===== src/rtl/controlador_cruzamento.sv =====
// -----------------------------------------------------------------------------
// controlador_cruzamento
//
// Traffic scheduler for one intersection with three requesters:
//   - main road (default owner of the crossing area),
//   - side road (vehicle sensor, level input),
//   - pedestrian crossing (push button, sampled every edge).
//
// A Moore FSM grants the crossing area to one requester at a time. Each state
// has its own cycle timer (tempo), which is cleared on every state change.
// Side-road and pedestrian requests are latched. When both are waiting they
// are served round-robin through the fairness bit 'ultimo'.
//
// Ports:
//   clk                : single clock; all state updates on the rising edge
//   reset              : asynchronous, active-low reset
//   sensor_secundaria  : side-road vehicle present (level)
//   botao_pedestre     : pedestrian request (sampled each edge)
//   principal_vm/am/vd : main road red / yellow / green
//   secundaria_vm/am/vd: side road red / yellow / green
//   ped_vm / ped_vd    : pedestrian red / green
//   ped_pend           : latched pedestrian request (waiting indicator)
//   sec_pend           : latched side-road request
//   estado_dbg         : current state code
// -----------------------------------------------------------------------------
module controlador_cruzamento #(
    parameter int CW           = 8,
    parameter int T_MIN_VERDE  = 4,
    parameter int T_AMARELO    = 2,
    parameter int T_TODOS_VERM = 1,
    parameter int T_MIN_SEC    = 2,
    parameter int T_MAX_SEC    = 6,
    parameter int T_PEDESTRE   = 4
) (
    input  logic       clk,
    input  logic       reset,
    input  logic       sensor_secundaria,
    input  logic       botao_pedestre,
    output logic       principal_vm,
    output logic       principal_am,
    output logic       principal_vd,
    output logic       secundaria_vm,
    output logic       secundaria_am,
    output logic       secundaria_vd,
    output logic       ped_vm,
    output logic       ped_vd,
    output logic       ped_pend,
    output logic       sec_pend,
    output logic [2:0] estado_dbg
);

    // State codes (also exported on estado_dbg)
    localparam logic [2:0] VERDE_P        = 3'd0;
    localparam logic [2:0] AMARELO_P      = 3'd1;
    localparam logic [2:0] VERMELHO_TOTAL = 3'd2;
    localparam logic [2:0] VERDE_S        = 3'd3;
    localparam logic [2:0] AMARELO_S      = 3'd4;
    localparam logic [2:0] PEDESTRE       = 3'd5;

    // Fairness: which requester was served most recently
    localparam logic ULT_PED = 1'b0;
    localparam logic ULT_SEC = 1'b1;

    // Timer thresholds: tempo counts from 0, so a state lasting N cycles
    // leaves on the edge where tempo == N-1.
    localparam logic [CW-1:0] LIM_MIN_VERDE  = CW'(T_MIN_VERDE - 1);
    localparam logic [CW-1:0] LIM_AMARELO    = CW'(T_AMARELO - 1);
    localparam logic [CW-1:0] LIM_TODOS_VERM = CW'(T_TODOS_VERM - 1);
    localparam logic [CW-1:0] LIM_MIN_SEC    = CW'(T_MIN_SEC - 1);
    localparam logic [CW-1:0] LIM_MAX_SEC    = CW'(T_MAX_SEC - 1);
    localparam logic [CW-1:0] LIM_PEDESTRE   = CW'(T_PEDESTRE - 1);
    localparam logic [CW-1:0] TEMPO_MAX      = {CW{1'b1}};

    logic [2:0]    estado_q, estado_d;
    logic [CW-1:0] tempo_q, tempo_d;
    logic          ped_pend_q, ped_pend_d;
    logic          sec_pend_q, sec_pend_d;
    logic          ultimo_q, ultimo_d;

    logic muda;       // state changes on this edge
    logic entra_ped;  // entering PEDESTRE on this edge
    logic entra_sec;  // entering VERDE_S on this edge

    // ------------------------------------------------------------------
    // Next-state logic. Only the registered pend bits steer transitions,
    // so a request always costs at least one edge before it is honoured.
    // ------------------------------------------------------------------
    always_comb begin
        estado_d = estado_q;
        case (estado_q)
            VERDE_P: begin
                if ((tempo_q >= LIM_MIN_VERDE) && (ped_pend_q || sec_pend_q))
                    estado_d = AMARELO_P;
            end
            AMARELO_P: begin
                if (tempo_q == LIM_AMARELO)
                    estado_d = VERMELHO_TOTAL;
            end
            VERMELHO_TOTAL: begin
                // Pedestrian wins if alone, or on a tie when the side road
                // was the last one served.
                if (tempo_q == LIM_TODOS_VERM) begin
                    if (ped_pend_q && (!sec_pend_q || (ultimo_q == ULT_SEC)))
                        estado_d = PEDESTRE;
                    else
                        estado_d = VERDE_S;
                end
            end
            VERDE_S: begin
                // Leave early once the minimum is met and the road is empty;
                // never exceed the maximum even with traffic present.
                if (((tempo_q >= LIM_MIN_SEC) && !sensor_secundaria) ||
                    (tempo_q == LIM_MAX_SEC))
                    estado_d = AMARELO_S;
            end
            AMARELO_S: begin
                if (tempo_q == LIM_AMARELO)
                    estado_d = VERDE_P;
            end
            PEDESTRE: begin
                if (tempo_q == LIM_PEDESTRE)
                    estado_d = VERDE_P;
            end
            default: estado_d = VERDE_P;  // illegal codes 6/7 recover
        endcase
    end

    assign muda      = (estado_d != estado_q);
    assign entra_ped = muda && (estado_d == PEDESTRE);
    assign entra_sec = muda && (estado_d == VERDE_S);

    // ------------------------------------------------------------------
    // Timer, request latches and fairness bit
    // ------------------------------------------------------------------
    always_comb begin
        // Main green may idle indefinitely, so its timer saturates rather
        // than wrapping back below the minimum-green threshold. The other
        // states always leave before the counter could overflow.
        if (muda)
            tempo_d = '0;
        else if ((estado_q == VERDE_P) && (tempo_q == TEMPO_MAX))
            tempo_d = tempo_q;
        else
            tempo_d = tempo_q + 1'b1;

        // Clear on entry wins over a set on the same edge; the state being
        // served also ignores its own request input.
        if (entra_ped)
            ped_pend_d = 1'b0;
        else
            ped_pend_d = ped_pend_q | (botao_pedestre && (estado_q != PEDESTRE));

        if (entra_sec)
            sec_pend_d = 1'b0;
        else
            sec_pend_d = sec_pend_q | (sensor_secundaria && (estado_q != VERDE_S));

        ultimo_d = ultimo_q;
        if (entra_sec)
            ultimo_d = ULT_SEC;
        else if (entra_ped)
            ultimo_d = ULT_PED;
    end

    always_ff @(posedge clk or negedge reset) begin
        if (!reset) begin
            estado_q   <= VERDE_P;
            tempo_q    <= '0;
            ped_pend_q <= 1'b0;
            sec_pend_q <= 1'b0;
            ultimo_q   <= ULT_SEC;  // pedestrian wins the first tie
        end else begin
            estado_q   <= estado_d;
            tempo_q    <= tempo_d;
            ped_pend_q <= ped_pend_d;
            sec_pend_q <= sec_pend_d;
            ultimo_q   <= ultimo_d;
        end
    end

    // ------------------------------------------------------------------
    // Moore lamp decode: exactly one lamp per head is lit.
    // ------------------------------------------------------------------
    always_comb begin
        principal_vm  = 1'b0;
        principal_am  = 1'b0;
        principal_vd  = 1'b0;
        secundaria_vm = 1'b0;
        secundaria_am = 1'b0;
        secundaria_vd = 1'b0;
        ped_vm        = 1'b0;
        ped_vd        = 1'b0;
        case (estado_q)
            VERDE_P: begin
                principal_vd  = 1'b1;
                secundaria_vm = 1'b1;
                ped_vm        = 1'b1;
            end
            AMARELO_P: begin
                principal_am  = 1'b1;
                secundaria_vm = 1'b1;
                ped_vm        = 1'b1;
            end
            VERDE_S: begin
                principal_vm  = 1'b1;
                secundaria_vd = 1'b1;
                ped_vm        = 1'b1;
            end
            AMARELO_S: begin
                principal_vm  = 1'b1;
                secundaria_am = 1'b1;
                ped_vm        = 1'b1;
            end
            PEDESTRE: begin
                principal_vm  = 1'b1;
                secundaria_vm = 1'b1;
                ped_vd        = 1'b1;
            end
            default: begin
                // VERMELHO_TOTAL, and the safe all-red view of illegal codes
                principal_vm  = 1'b1;
                secundaria_vm = 1'b1;
                ped_vm        = 1'b1;
            end
        endcase
    end

    assign ped_pend   = ped_pend_q;
    assign sec_pend   = sec_pend_q;
    assign estado_dbg = estado_q;

endmodule

===== config.mk =====
export PLATFORM = sky130hd
export DESIGN_NAME = controlador_cruzamento
export DESIGN_NICKNAME = d
export VERILOG_FILES = /design/src/rtl/controlador_cruzamento.sv
export SDC_FILE = /design/constraint.sdc
export NUM_CORES = 1
export LEC_CHECK = 0
export ABC_AREA = 1
export BUFFER_PORTS_ARGS = -buffer_cell sky130_fd_sc_hd__buf_4
export CAP_MARGIN = 20
export CORE_MARGIN = 10
export CORE_UTILIZATION = 49
export CTS_CLUSTER_DIAMETER = 150
export DETAILED_ROUTE_END_ITERATION = 7
export PLACE_DENSITY = 0.76
export RECOVER_POWER = 100
export SLEW_MARGIN = 10
export SYNTH_ARGS = -nofsm -noshare
export SYNTH_HDL_FRONTEND = slang
export SYNTH_SLANG_ARGS = --single-unit

===== constraint.sdc =====
create_clock -name clk -period 1.67 [get_ports clk]
set_clock_uncertainty 0.1 [all_clocks]
set_input_delay 0 -clock clk [delete_from_list [all_inputs] [get_ports clk]]
set_output_delay 0 -clock clk [all_outputs]
set_load 0.005 [all_outputs]

# [Yosys cells after proc, flatten, opt, wreduce, memory -nomap -nowiden]
# Index checks and enable logic that the tools add are counted.
[word_totals] reg_bits=14 input_bits=4
[classes] add_sub_neg=1 order_cmp=2 n_eq_ne=15 muxes=22 bitwise_logic=2 reduce_logical=18
[ops] op="$mux 3" count=7
[ops] op="$pmux 3 s6" count=1
[ops] op="$mux 8" count=2
[ops] op="$mux 1" count=12
[ops] op="$eq 3x2->1 const B" count=3
[ops] op="$eq 3x3->1 const B" count=3
[ops] op="$add 8x1->8 const B" count=1
[ops] op="$eq 8x1->1 const B" count=1
[ops] op="$eq 8x2->1 const B" count=1
[ops] op="$eq 8x3->1 const B" count=1
[ops] op="$eq 8x8->1 const B" count=1
[ops] op="$ge 8x1->1 const B" count=1
[ops] op="$ge 8x2->1 const B" count=1
[ops] op="$logic_and 1x1->1" count=8
[ops] op="$logic_not 8->1" count=1
[ops] op="$reduce_or 2->1" count=2
[ops] op="$eq 3x1->1 const B" count=1
[ops] op="$logic_not 3->1" count=1
[ops] op="$logic_or 1x1->1" count=3
[ops] op="$ne 3x2->1 const B" count=1
[ops] op="$ne 3x3->1" count=1
[ops] op="$ne 3x3->1 const B" count=1
[ops] op="$logic_not 1->1" count=2
[ops] op="$ne 2x2->1 const B" count=1
[ops] op="2 further kinds" count=3

# [Longest topological paths before layout]
[logic_depth] depth_word=10 mapped_depth=13 depth_no_buf=13

# [Worst setup path after synthesis]
# Ideal clock, no wire load.
[synth_path] kind="register -> register" startpoint="register estado_q[2] (netlist: estado_dbg[2])" endpoint="register tempo_q[7]" t_arrival_ns=1.466 required_time_ns=1.450 slack_ns=-0.016 stages_incl_launch_ff=10 n_path_buf=0 period_less_slack_ns=1.686 cell_sequence="dfrtp_1 -> inv_2 -> nand3_1 -> inv_1 -> nand3_1 -> nor2_1 -> nor2_1 -> nand3_1 -> xor2_1 -> nor2_1"
[synth_between] elab_chain_len=4
[synth_rtl] item="start: declaration" line="74" source="logic [2:0] estado_q, estado_d;"
[synth_rtl] item="start signal: assignment" line="173" source="estado_q <= estado_d;"
[synth_rtl] item="$eq 3x3->1 (tied with other cells)" line="90" source="case (estado_q)"
[synth_rtl] item="$pmux 3 s6" line="90"
[synth_rtl] item="$ne 3x3->1" line="128" source="assign muda = (estado_d != estado_q);"
[synth_rtl] item="$ne 2x2->1 (no line) / $mux 8 (equally long branches)"
[synth_rtl] item="end signal: assignment" line="174" source="tempo_q <= tempo_d;"
[synth_rtl] item="end: declaration" line="75" source="logic [CW-1:0] tempo_q, tempo_d;"
# Parallel ways exist; a longest one is shown, timed or not.
# A chain may end at the register's enable or synchronous reset.

# [Worst setup path in the final report]
[layout_path] startpoint="register tempo_q[0]" endpoint="register sec_pend_q (netlist: sec_pend)"
[layout_between] elab_chain_len=8
[layout_rtl] item="$ge 8x1->1" line="112" source="if (((tempo_q >= LIM_MIN_SEC) && !sensor_secundaria) ||"
[layout_rtl] item="$logic_and 1x1->1" line="112"
[layout_rtl] item="$logic_or 1x1->1" line="112"
[layout_rtl] item="$mux 3" line="112"
[layout_rtl] item="$pmux 3 s6 (*)" line="90"
[layout_rtl] item="$ne 3x3->1 / $eq 3x2->1 (equally long branches)" line="128, 130"
[layout_rtl] item="$logic_and 1x1->1 (*)" line="130" source="assign entra_sec = muda && (estado_d == VERDE_S);"
[layout_rtl] item="$mux 1 (*)" line="153" source="if (entra_sec)"
[layout_rtl] item="named net sec_pend_d" line="77" source="logic sec_pend_q, sec_pend_d;"
[layout_rtl] item="end signal: assignment" line="176" source="sec_pend_q <= sec_pend_d;"
[layout_rtl] item="end: declaration" line="77"
# The timed path passes the listed nets; every way through them passes the cells marked *.

==> impl_results.md <==
- Vias/cell: ~5.6
- Row count: 16
- Rel. slew slack: 0.579
- Hold_sp: sensor_secundaria
- M1 WL: ~1500 um
- Crit start category: flip-flop
- Largest net degree at the start of global routing: 14
- Hold path cells: 5
- Port Buffers: 16
- CP dominant cell by count: nand2_2
- Core area: roughly 1900 um2
- Post-synthesis sequential area ratio: 0.360
- CP required: about 1800 ps
- Die Height: 64.6 um
- Wirelength per Cell: between 15 and 20 um
- Slew Viols, Final: 0
- Hold endpoint: sec_pend
- ANT nets after route: 0
- Final #Nets: ~210
- YS warnings: 0
- Final Setup Violations: 12
- Initial drt markers: 98
- CP top delay family: simple AND/OR/NAND/NOR gates
- Crit path cell chain: inv_2, ha_1, inv_1, nor2_1, nand4_1, nand2_2, nand2_2, nand2_2, nand2_2, a21oi_4, nand3_4, a21oi_2
- RePlAce Congestion: a little under 1
- Leak pwr: between 0.8 and 0.9 nW
- Combinational share of power: 0.690
- End-of-flow core utilization: 0.844
- Int Pwr: between 1 and 1.5 mW
- Fin crit share: 1.19
- Net Count, Synth: ~150
- CTS tree: done
- Critical R2R Capture: sec_pend
- Post-Synth Adder-Cell Area: 0.0513
- Kind of critical path: flip-flop to flip-flop
- Critical path's largest stage delay: roughly 440 ps
- Sw Ratio: 0.469
- Clock Path Buffers: 2
- Area growth, synth to finish: 66.3%
- Largest family of logic cells by synthesized area: simple AND/OR/NAND/NOR gates
- Peak fanout along the critical path: 5
- Hpwl dp: between 2000 and 2500 um
- NetSw: 1.19 mW
- Fmax: 502 MHz
- Total Die Area: 4180 um2
- Setup TNS: -3150 ps
- Final setup margin: -322 ps
- Inserted Clock Buffers: 3
- TritonRoute pass-1 iters: 4
- Synth Area in Simple Gates: 0.377
- Yosys cell types: 22
- Hold WC Path Type: primary input to flip-flop
- Most common cell after layout, fill and taps aside: buf_4
- FF-to-FF path depth: 12
- CTS Sinks: 14
- GR Util All Layers: 0.160
- Fin crit period: between 1500 and 2000 ps
- Synth Area in XOR/XNOR: 0.0449
- Slew @ Worst Pin: about 630 ps
- Congestion Overflow GR: 0
- Complex-gate fraction of the synthesized area: 0.0859
- Buf/Inv on CP: 2
- Die X: 64.6 um
- Number of synthesized register bits: 14
- Worst-path clk slew: around 90 ps
- Mux share of post-synthesis cell area: 0
- Post-route insts no fill: around 230
- Clock Tree Root: clkbuf_4
- Commonest cells after routing, fill and taps aside: buf_4 (54), nand2_1 (24), nor2_1 (16)
- Synth Instances: between 100 and 150
- WL met2: ~2000 um
- Final Hold Violating Endpoints: 0
- Via Count: approximately 1300
- Post-Syn Area: slightly below 1000 um2
- Htree depth: 1
- Metal3 WL: around 370 um
- Max_cap viols: 0
- Top Metal Used: met4
- Final WL: between 4000 and 5000 um
- Post-placement cell count: roughly 220
- Initial antenna violation count: 0
- Clock Latency Late Sink: around 280 ps
- Vias in the first global route: approximately 1200
- Status: complete, but fails checks
- Seq pwr share: 0.211
- Initial Util: 0.508
- Syn_area_per_cell: approximately 7.1 um2
- Violated checks: negative setup slack
- Layout cells sized above 1: 0.510
- Post-route total power: between 2 and 3 mW
- Global-route wire length before repair: between 5000 and 6000 um
- ANT cells: 0
- RSZ-0062 raised after global routing: yes
- Crit end category: flip-flop
- VDD IR max: ~1.3 mV
- Power Dens Cells: 1560 nW/um2
- IO Pins: 17
- Crit-path slowest cell: dfrtp_1
- Reg2reg start: tempo_q[0]
- Flop2flop setup slack: -320 ps
- Critical path arrival: roughly 2100 ps
- Clock share of power: 0.099
- DRC Markers: 0
## worst max path at each step
stage | from | cells past startpoint | slack [ps] | endpoint
finish | tempo_q[0] | 12 | -320 | sec_pend
detailed placement | tempo_q[0] | 12 | -160 | sec_pend
global placement | tempo_q[0] | 12 | -100 | sec_pend
CTS | tempo_q[0] | 12 | -170 | sec_pend
global route | tempo_q[0] | 13 | -460 | ultimo_q
floorplan | tempo_q[1] | 11 | 10 | sec_pend
## per-stage QoR
stage	worst slack, ps	instance area [um2]	hold slack [ps]
floorplan	13.4	988	-396
global placement	-102	1410	-245
detailed placement	-158	1410	-242
CTS	-165	1520	19.2
global route	-455	1620	120
finish	-322	1620	109
## cell usage after synthesis, drive strengths merged
cell	number	area share
a21oi	5	0.037
xor2	5	0.045
dfrtp	13	0.33
nand3	11	0.069
nor3	6	0.053
ha	4	0.051
nand2	32	0.12
o21a	1	0.0077
dfstp	1	0.027
nor2	26	0.10
a21boi	1	0.0077
o21ai	5	0.026
o21bai	1	0.0077
inv	21	0.081
nand4	4	0.026
or2	1	0.0064
## metal layers
metal	global-route usage	vias up
li1	-	567
met1	0.166	595
met2	0.291	95
met3	0.0447	16
met4	0.0722	0
met5	0	-
## cell families after synthesis
logic type	Yosys count
adders and majority gates	4
DFF	14
buffers and inverters	21
xor gates and xnor gates	5
and+or+nand+nor	80
AOI/OAI and AO/OA	13
## worst min-delay path: stages
cell     delay [ps]
buf_4           110
inv_1            90
nor2_1           70
nor2_1          140
a21oi_2          50
## registers in the layout (all words and copies together), names as in the netlist
name	flops
sec_pend	1
tempo_q	8
ped_pend	1
ultimo_q	1
estado_dbg	3
## final cells by class
type	instances	area (um2)
fill	107	299
timing repair buffer	60	454
multi-input combinational	103	666
tap	27	33.8
clock buffer	4	36.3
inverter	21	78.8
sequential	14	354
## what timing repair did
action | 4_1_cts | 5_1_grt
endpoints found under the hold margin | 15 | 0
endpoints found under the setup margin | 11 | 14
hold buffers | 3 | 0
setup buffers | 1 | 5
pin swaps | 3 | 10
gates resized for setup | 10 | 21
cloned | 1 | 0
## power groups by stage
stage               clock network (mW)  logic (mW)  registers [mW]
floorplan                            0       0.666           0.517
global placement                     0        1.29           0.510
detailed placement                   0        1.33           0.517
CTS                              0.246        1.48           0.513
global route                     0.263        1.86           0.541
finish                           0.251        1.75           0.533
Note: power is estimated with default switching activity, not from simulation.
